File: src/rtl/cnn_pkg.sv
// Shared width derivation, sign/zero extension and element packing helpers for the
// convolution kernel engine.
package cnn_pkg;

    function automatic int unsigned m_bw(input int unsigned i_f_bw, input int unsigned w_bw);
        return i_f_bw + w_bw;
    endfunction

    function automatic int unsigned ak_bw(input int unsigned mbw, input int unsigned n_elem);
        return mbw + $clog2(n_elem);
    endfunction

    function automatic int unsigned aci_bw(input int unsigned akbw, input int unsigned ci);
        return akbw + $clog2(ci);
    endfunction

    function automatic int unsigned o_f_bw(input int unsigned acibw);
        return acibw + 1;
    endfunction

    // LSB position of element k in a flat KX*KY vector of bw-wide elements.
    function automatic int unsigned elem_lsb(input int unsigned k, input int unsigned bw);
        return k * bw;
    endfunction

    // Extends the low w bits of v to 64 bits; callers size-cast the result down.
    function automatic logic [63:0] ext(input logic [63:0] v, input int unsigned w,
                                        input bit sgn);
        logic [63:0] mask;
        logic        sign;
        mask = (w >= 64) ? '1 : ((64'd1 << w) - 64'd1);
        sign = sgn && (((v >> (w - 1)) & 64'd1) != 64'd0);
        return (v & mask) | (sign ? ~mask : 64'd0);
    endfunction

endpackage

File: src/rtl/cnn_adder_tree.sv
// Registered reduction of N operands; each operand is extended to W_OUT before summing
// so the sum cannot overflow.
module cnn_adder_tree
    import cnn_pkg::*;
#(
    parameter int unsigned N           = 9,
    parameter int unsigned W_IN        = 16,
    parameter int unsigned W_OUT       = 20,
    parameter bit          SIGNED_MODE = 1'b0
) (
    input  logic                clk,
    input  logic                reset_n,
    input  logic                i_en,
    input  logic                i_clr,
    input  logic                i_valid,
    input  logic [N*W_IN-1:0]   i_operands,
    output logic                o_valid,
    output logic [W_OUT-1:0]    o_sum
);

    logic             valid_d, valid_q;
    logic [W_OUT-1:0] sum_d, sum_q;

    always_comb begin
        valid_d = valid_q;
        sum_d   = sum_q;
        if (i_clr) begin
            valid_d = 1'b0;
        end else if (i_en) begin
            valid_d = i_valid;
            sum_d   = '0;
            for (int unsigned k = 0; k < N; k++) begin
                sum_d = sum_d + W_OUT'(ext(64'(i_operands[elem_lsb(k, W_IN) +: W_IN]),
                                           W_IN, SIGNED_MODE));
            end
        end
    end

    always_ff @(posedge clk or negedge reset_n) begin
        if (!reset_n) begin
            valid_q <= 1'b0;
            sum_q   <= '0;
        end else begin
            valid_q <= valid_d;
            sum_q   <= sum_d;
        end
    end

    assign o_valid = valid_q;
    assign o_sum   = sum_q;

endmodule

File: src/rtl/cnn_kernel_ci_acc.sv
// Convolution kernel engine: multiply, adder-tree reduce, accumulate over CI channels, add
// bias. Define CNN_KERNEL_RELU_EN to clamp negative signed results to zero.
module cnn_kernel_ci_acc
    import cnn_pkg::*;
#(
    parameter int unsigned CI          = 3,
    parameter int unsigned KX          = 3,
    parameter int unsigned KY          = 3,
    parameter int unsigned I_F_BW      = 8,
    parameter int unsigned W_BW        = 8,
    parameter int unsigned B_BW        = 8,
    parameter bit          SIGNED_MODE = 1'b0,
    localparam int unsigned N_ELEM     = KX * KY,
    localparam int unsigned M_BW       = m_bw(I_F_BW, W_BW),
    localparam int unsigned AK_BW      = ak_bw(M_BW, N_ELEM),
    localparam int unsigned ACI_BW     = aci_bw(AK_BW, CI),
    localparam int unsigned O_F_BW     = o_f_bw(ACI_BW)
) (
    input  logic                     clk,
    input  logic                     reset_n,
    input  logic                     i_soft_reset,
    input  logic                     i_in_valid,
    output logic                     o_in_ready,
    input  logic [N_ELEM*I_F_BW-1:0] i_in_fmap,
    input  logic [N_ELEM*W_BW-1:0]   i_cnn_weight,
    input  logic [B_BW-1:0]          i_cnn_bias,
    output logic                     o_ot_valid,
    input  logic                     i_ot_ready,
    output logic [O_F_BW-1:0]        o_ot_acc
);

    localparam int unsigned CNT_W = (CI > 1) ? $clog2(CI) : 1;

    logic                     en;
    logic                     valid1_d, valid1_q;
    logic [N_ELEM*M_BW-1:0]   mul_d, mul_q;
    logic [B_BW-1:0]          bias1_d, bias1_q, bias2_d, bias2_q;
    logic                     s2_valid;
    logic [AK_BW-1:0]         s2_sum;
    logic [CNT_W-1:0]         ci_cnt_d, ci_cnt_q;
    logic [ACI_BW-1:0]        acc_d, acc_q, acc_base, acc_sum;
    logic                     ot_valid_d, ot_valid_q;
    logic [O_F_BW-1:0]        ot_acc_d, ot_acc_q, result;
    logic                     last, advance;

    assign en         = !ot_valid_q || i_ot_ready;
    assign o_in_ready = en;

    // Operands are extended to M_BW first; the low M_BW bits of the product are then
    // correct for both signed and unsigned modes.
    always_comb begin
        valid1_d = valid1_q;
        mul_d    = mul_q;
        bias1_d  = bias1_q;
        bias2_d  = bias2_q;
        if (i_soft_reset) begin
            valid1_d = 1'b0;
        end else if (en) begin
            valid1_d = i_in_valid;
            bias1_d  = i_cnn_bias;
            bias2_d  = bias1_q;
            for (int unsigned k = 0; k < N_ELEM; k++) begin
                mul_d[elem_lsb(k, M_BW) +: M_BW] =
                    M_BW'(ext(64'(i_in_fmap[elem_lsb(k, I_F_BW) +: I_F_BW]), I_F_BW,
                              SIGNED_MODE)) *
                    M_BW'(ext(64'(i_cnn_weight[elem_lsb(k, W_BW) +: W_BW]), W_BW,
                              SIGNED_MODE));
            end
        end
    end

    cnn_adder_tree #(
        .N           (N_ELEM),
        .W_IN        (M_BW),
        .W_OUT       (AK_BW),
        .SIGNED_MODE (SIGNED_MODE)
    ) u_adder_tree (
        .clk        (clk),
        .reset_n    (reset_n),
        .i_en       (en),
        .i_clr      (i_soft_reset),
        .i_valid    (valid1_q),
        .i_operands (mul_q),
        .o_valid    (s2_valid),
        .o_sum      (s2_sum)
    );

    assign last    = (ci_cnt_q == CNT_W'(CI - 1));
    assign advance = en && s2_valid && !i_soft_reset;

    always_comb begin
        // Channel 0 starts a fresh group, which also covers CI == 1.
        acc_base = (ci_cnt_q == '0) ? '0 : acc_q;
        acc_sum  = acc_base + ACI_BW'(ext(64'(s2_sum), AK_BW, SIGNED_MODE));
        result   = O_F_BW'(ext(64'(acc_sum), ACI_BW, SIGNED_MODE)) +
                   O_F_BW'(ext(64'(bias2_q), B_BW, SIGNED_MODE));
`ifdef CNN_KERNEL_RELU_EN
        if (SIGNED_MODE && result[O_F_BW-1]) begin
            result = '0;
        end
`endif
    end

    always_comb begin
        ci_cnt_d   = ci_cnt_q;
        acc_d      = acc_q;
        ot_valid_d = ot_valid_q;
        ot_acc_d   = ot_acc_q;
        if (i_soft_reset) begin
            ci_cnt_d   = '0;
            ot_valid_d = 1'b0;
        end else if (en) begin
            ot_valid_d = s2_valid && last;
            if (advance) begin
                acc_d    = acc_sum;
                ci_cnt_d = last ? '0 : ci_cnt_q + 1'b1;
                if (last) begin
                    ot_acc_d = result;
                end
            end
        end
    end

    always_ff @(posedge clk or negedge reset_n) begin
        if (!reset_n) begin
            valid1_q   <= 1'b0;
            mul_q      <= '0;
            bias1_q    <= '0;
            bias2_q    <= '0;
            ci_cnt_q   <= '0;
            acc_q      <= '0;
            ot_valid_q <= 1'b0;
            ot_acc_q   <= '0;
        end else begin
            valid1_q   <= valid1_d;
            mul_q      <= mul_d;
            bias1_q    <= bias1_d;
            bias2_q    <= bias2_d;
            ci_cnt_q   <= ci_cnt_d;
            acc_q      <= acc_d;
            ot_valid_q <= ot_valid_d;
            ot_acc_q   <= ot_acc_d;
        end
    end

    assign o_ot_valid = ot_valid_q;
    assign o_ot_acc   = ot_acc_q;

endmodule

File: config.mk
export PLATFORM = sky130hd
export DESIGN_NAME = cnn_kernel_ci_acc
export DESIGN_NICKNAME = d
export VERILOG_FILES = /design/src/rtl/cnn_pkg.sv /design/src/rtl/cnn_adder_tree.sv /design/src/rtl/cnn_kernel_ci_acc.sv
export SDC_FILE = /design/constraint.sdc
export NUM_CORES = 2
export LEC_CHECK = 0
export CAP_MARGIN = 5
export CORE_ASPECT_RATIO = 1.2
export CORE_MARGIN = 10
export CORE_UTILIZATION = 35
export CTS_BUF_LIST = sky130_fd_sc_hd__clkbuf_8
export DETAILED_ROUTE_END_ITERATION = 16
export GPL_ROUTABILITY_DRIVEN = 1
export PLACE_DENSITY = 0.58
export SYNTH_ARGS = -nofsm -noshare
export SYNTH_HDL_FRONTEND = slang
export SYNTH_HIERARCHICAL = 1
export SYNTH_SLANG_ARGS = --single-unit
File: constraint.sdc
create_clock -name clk -period 4.3 [get_ports clk]
set_input_delay 0.86 -clock clk [delete_from_list [all_inputs] [get_ports clk]]
set_output_delay 0.86 -clock clk [all_outputs]
set_load 0.005 [all_outputs]
==> results by stage <==
Run status:
- The flow ran to the end, but the final reports show violations.
- The checks that failed: setup timing.

Yosys:
- The number of instances in the synthesized netlist is between 3000 and 4000.
- The post-synthesis sequential area ratio is 17.8%.
- The number of flops mapped to enable cells by yosys is 0.
- Counting instances in the post-synthesis netlist gives the leading cell types as sky130_fd_sc_hd__inv_1 (547), sky130_fd_sc_hd__nand2_1 (488), sky130_fd_sc_hd__and2_1 (465), sky130_fd_sc_hd__fa_1 (422), sky130_fd_sc_hd__ha_1 (392).
- The count of distinct cell types in the synthesized netlist is 84.
- The synthesized cell area is between 0.03 and 0.04 mm2.
- The most common cell in the synthesized netlist is sky130_fd_sc_hd__inv_1.
- After synthesis the netlist holds a flip-flop and latch count of 230.
- The synthesized netlist net count is between 4000 and 5000.
- The synthesis warning total is 6.
- Sorting the synthesized cells by area gives the leading types as sky130_fd_sc_hd__fa_1 (26%), sky130_fd_sc_hd__dfrtp_1 (18%), sky130_fd_sc_hd__ha_1 (15%), sky130_fd_sc_hd__and2_1 (9.0%), sky130_fd_sc_hd__inv_1 (6.4%).
- The mean instance size in the synthesized netlist is about 9.1 um2.
- In the synthesized netlist the dominant register cell turns out to be sky130_fd_sc_hd__dfrtp_1.
- The biggest area contributor in the post-synthesis netlist is sky130_fd_sc_hd__fa_1.
- The share of synthesized area in the top cell type comes to 26.2%.
- The share of flip-flops with an asynchronous set or reset after synthesis is 100%.

Global routing:
- The total routing resource utilization after global routing is between 10% and 20%.
- The number of global-route vias before repair is 28000.
- Entering global routing, the biggest net connects approximately 130 pins.
- The first-pass GRT wire length is roughly 140000 um.
- The number of antenna violations at the first check in global routing is 3.
- For this run the aggregate overflow at the end of global routing stands at 0.

Setup path:
- The maximum fanout along the worst path is 4.
- Traced cell by cell, the critical path runs through fa_1, ha_1, a21o_1, nand4_1, a21o_1, a31o_4, or4_4, o311ai_4, ha_1, inv_2, fa_2, fa_1, inv_2, ha_4, and3_4, nand4_1, o21ai_2, xor2_1, o21ai_1.
- The cell class contributing the biggest share of worst-path delay is adder cells.
- The category of the critical setup timing path is register to register.
- The worst setup path is captured at a register.
- The maximum single-stage delay on the critical path is slightly above 0.5 ns.
- STA classifies the critical path startpoint as a register.
- The critical path data required time is 4.74 ns.
- STA puts the critical path data arrival time at 5.16 ns.
- The buffering stage count on the worst path with inverters included is 2.
- The slowest cell on the critical path is sky130_fd_sc_hd__fa_1.

Job:
- The max-cap violation count is 0.

Finish:
- The filler cells instantiated in the layout total 8913.
- Compared with the post-synthesis result, the final layout area differs by 30.3%.
- The final layout net count is 5224.
- The proportion of layout cells with a drive suffix above 1 is 25.0%.
- Summing all non-filler instances in the final layout gives an area of 0.0420 mm2.

Clocking:
- After clock tree synthesis, the clock-pin slew on the worst setup and hold paths is 0.06 ns.
- The clock tree root driver cell is sky130_fd_sc_hd__clkbuf_8.
- For this design, the CTS-stage hold fixing added 0 buffers.
- The worst-skew pair later-pin latency is 0.60 ns.
- CTS built an H-tree with a depth of 2.
- The number of sinks handled by clock tree synthesis is 230.
- The number of buffers between clock root and the deepest sink is 3.
- TritonCTS built the clock tree.
- Counting the buffers created by CTS gives 42.

Floorplanning:
- The number of I/O pins is 182.
- In this run the core area contains 121 standard-cell rows.
- The height of the chip is 353 um.
- The total core area is 0.0911 mm2.
- The floorplan step defined a die boundary enclosing 0.105 mm2.
- The die is 297 um wide.
- For this configuration, the core starts out at a cell density of 35.4%.

Route:
- The detail-routed net length per standard cell is 15.1 um.
- The via total after detailed routing is 25800.
- The final routed DRC violation total is 0.
- The via density per instance is 4.68.
- The number of iterations in the first detailed-routing pass is 5.
- The routed design has ~83000 um of wire.
- The count of nets left with antenna violations once routing finished came out at 0.
- For this block, the initial DRC count from the detailed router was 742.

STA:
- The final critical path takes up 110% of the cycle.
- The actual transition at the worst max-transition pin is around 0.93 ns.
- The final number of max-transition violations was 0.
- Counting I/O delays and the setup requirement, the final critical path takes between 4 and 5 ns.
- Timing would allow up to 212 MHz.
- Setup violations remaining at the end of the flow were counted as 9.
- Setup repair after global routing could not meet its margin everywhere.
- The worst hold-check slack is 0.280 ns.
- Headroom to the max-slew limit came out at 37.9%.
- The final worst slack is -0.421 ns.
- The sum of negative setup slack is -1.73 ns.
- The final worst clock skew is 0.0365 ns.
- The final count of hold timing violations is 0.

Placed design:
- The HPWL after detailed placement is 70600 um.
- After detailed placement, the total cell area comes to 0.0396 mm2.
- The number of buffer cells added on primary ports is 181.
- Routability-driven placement finished with a final weighted congestion of 0.876.

Min path:
- The worst min-delay path class is primary input to async pin.
[cells by family (layout without fill, tap and decap cells)]
group           Yosys count  count (layout)  synth area share [%]
other cells               0               1                     0
buf+inv                 606            1348                  7.18
mux                      20              20                 0.679
flops                   230             230                  17.8
xor+xnor                150             150                  4.07
simple gates           1269            1269                  19.9
fa+ha+maj               814             814                  41.4
compound gates          456             456                  8.91
[what timing repair did]
item | 4_1_cts | 5_1_grt
gates resized for setup | 410 | 359
pin swaps | 146 | 193
buffers inserted | 22 | 24
setup endpoints to repair | 70 | 61
[worst register-to-register path, delay by kind of cell, from the launching register on]
family	cells	cell delay (ns)
compound gates	6	0.89
fa+ha+maj	6	2.14
simple gates	4	0.84
buf+inv	2	0.10
flops	1	0.40
xor+xnor	1	0.19
[sequential cells by signal, indices dropped and copies added, names as in the netlist]
signal / cells
mul_q: 144
valid1_q: 1
acc_q: 22
ci_cnt_q: 2
o_ot_acc: 23
bias2_q: 8
o_ot_valid: 1
bias1_q: 8
u_adder_tree/o_valid: 1
u_adder_tree/o_sum: 20
[stage by stage]
stage / setup WS, ns / instances / util [%]
2_1_floorplan: -0.253 / 3545 / -
3_3_place_gp: -1.12 / 5394 / 43.5
3_5_place_dp: -1.17 / 5394 / 43.5
4_1_cts: -0.496 / 5494 / 45.2
5_1_grt: -0.649 / 5517 / 46.1
6_report: -0.421 / 5518 / 46.1
[worst paths after layout]
kind,startpoint,to,slack (ns),depth (start not counted)
setup / recovery,mul_q[18],u_adder_tree/o_sum[18],-0.42,19
hold / removal,reset_n,bias1_q[0],0.28,1
setup reg to reg,mul_q[18],u_adder_tree/o_sum[18],-0.42,19
hold reg to reg,bias1_q[5],bias2_q[5],0.46,2
max in group asynchronous,reset_n,mul_q[137],3.18,2
min in group clk,bias1_q[5],bias2_q[5],0.46,2
[cells in the final DEF (no fill, tap or decap), types with 11 or more instances in the layout]
cell / netlist / layout
sky130_fd_sc_hd__inv_2: 1 / 31
sky130_fd_sc_hd__a21o_1: 28 / 28
sky130_fd_sc_hd__a21oi_1: 87 / 61
sky130_fd_sc_hd__nand2_1: 488 / 465
sky130_fd_sc_hd__clkbuf_8: 2 / 51
sky130_fd_sc_hd__clkdlybuf4s50_1: 0 / 42
sky130_fd_sc_hd__xor2_1: 98 / 93
sky130_fd_sc_hd__clkbuf_2: 0 / 40
sky130_fd_sc_hd__dlymetal6s2s_1: 0 / 14
sky130_fd_sc_hd__o31ai_1: 18 / 14
sky130_fd_sc_hd__ha_4: 0 / 43
sky130_fd_sc_hd__xnor2_1: 52 / 47
sky130_fd_sc_hd__nand2b_1: 22 / 20
sky130_fd_sc_hd__nor2b_1: 46 / 37
sky130_fd_sc_hd__mux2_2: 15 / 15
sky130_fd_sc_hd__ha_1: 392 / 344
sky130_fd_sc_hd__nor3_1: 30 / 25
sky130_fd_sc_hd__dlygate4sd2_1: 0 / 22
sky130_fd_sc_hd__buf_2: 0 / 18
sky130_fd_sc_hd__and2_1: 465 / 439
sky130_fd_sc_hd__o21ai_1: 12 / 34
sky130_fd_sc_hd__a21oi_2: 3 / 26
sky130_fd_sc_hd__dfrtp_1: 230 / 227
sky130_fd_sc_hd__and2_4: 0 / 26
sky130_fd_sc_hd__nor2_1: 105 / 96
sky130_fd_sc_hd__o21ai_2: 1 / 24
sky130_fd_sc_hd__buf_4: 1 / 517
sky130_fd_sc_hd__nand2_2: 0 / 19
sky130_fd_sc_hd__inv_1: 547 / 524
sky130_fd_sc_hd__nand3_1: 43 / 42
sky130_fd_sc_hd__a31oi_1: 11 / 11
sky130_fd_sc_hd__fa_1: 422 / 386
sky130_fd_sc_hd__o21ai_0: 180 / 130
sky130_fd_sc_hd__fa_2: 0 / 36
sky130_fd_sc_hd__buf_6: 1 / 41
[cell type report]
| type | count | area [um2] | area share [%] |
|---|---|---|---|
| Multi-Input combinational cell | 2709 | 25800 | 61.5 |
| Inverter | 548 | 2060 | 4.90 |
| Sequential cell | 230 | 5760 | 13.7 |
| Antenna cell | 1 | 2.50 | 0.00595 |
| Clock buffer | 51 | 702 | 1.67 |
| Clock inverter | 27 | 327 | 0.777 |
| Timing Repair Buffer | 722 | 5810 | 13.8 |
| Tap cell | 1230 | 1540 | 3.66 |
[layer usage]
| metal | global-route usage (%) | vias up | wire length (um) |
|---|---|---|---|
| met5 | 0 | - | 38 |
| met4 | 4.59 | 6 | 2590 |
| met3 | 1.90 | 140 | 2130 |
| met2 | 31.3 | 288 | 46000 |
| met1 | 17.6 | 12700 | 32600 |
| li1 | - | 12700 | - |
Power is left out: the tool's default activity adds up to more than one toggle a clock period on the data nets, which glitch-free logic cannot reach.
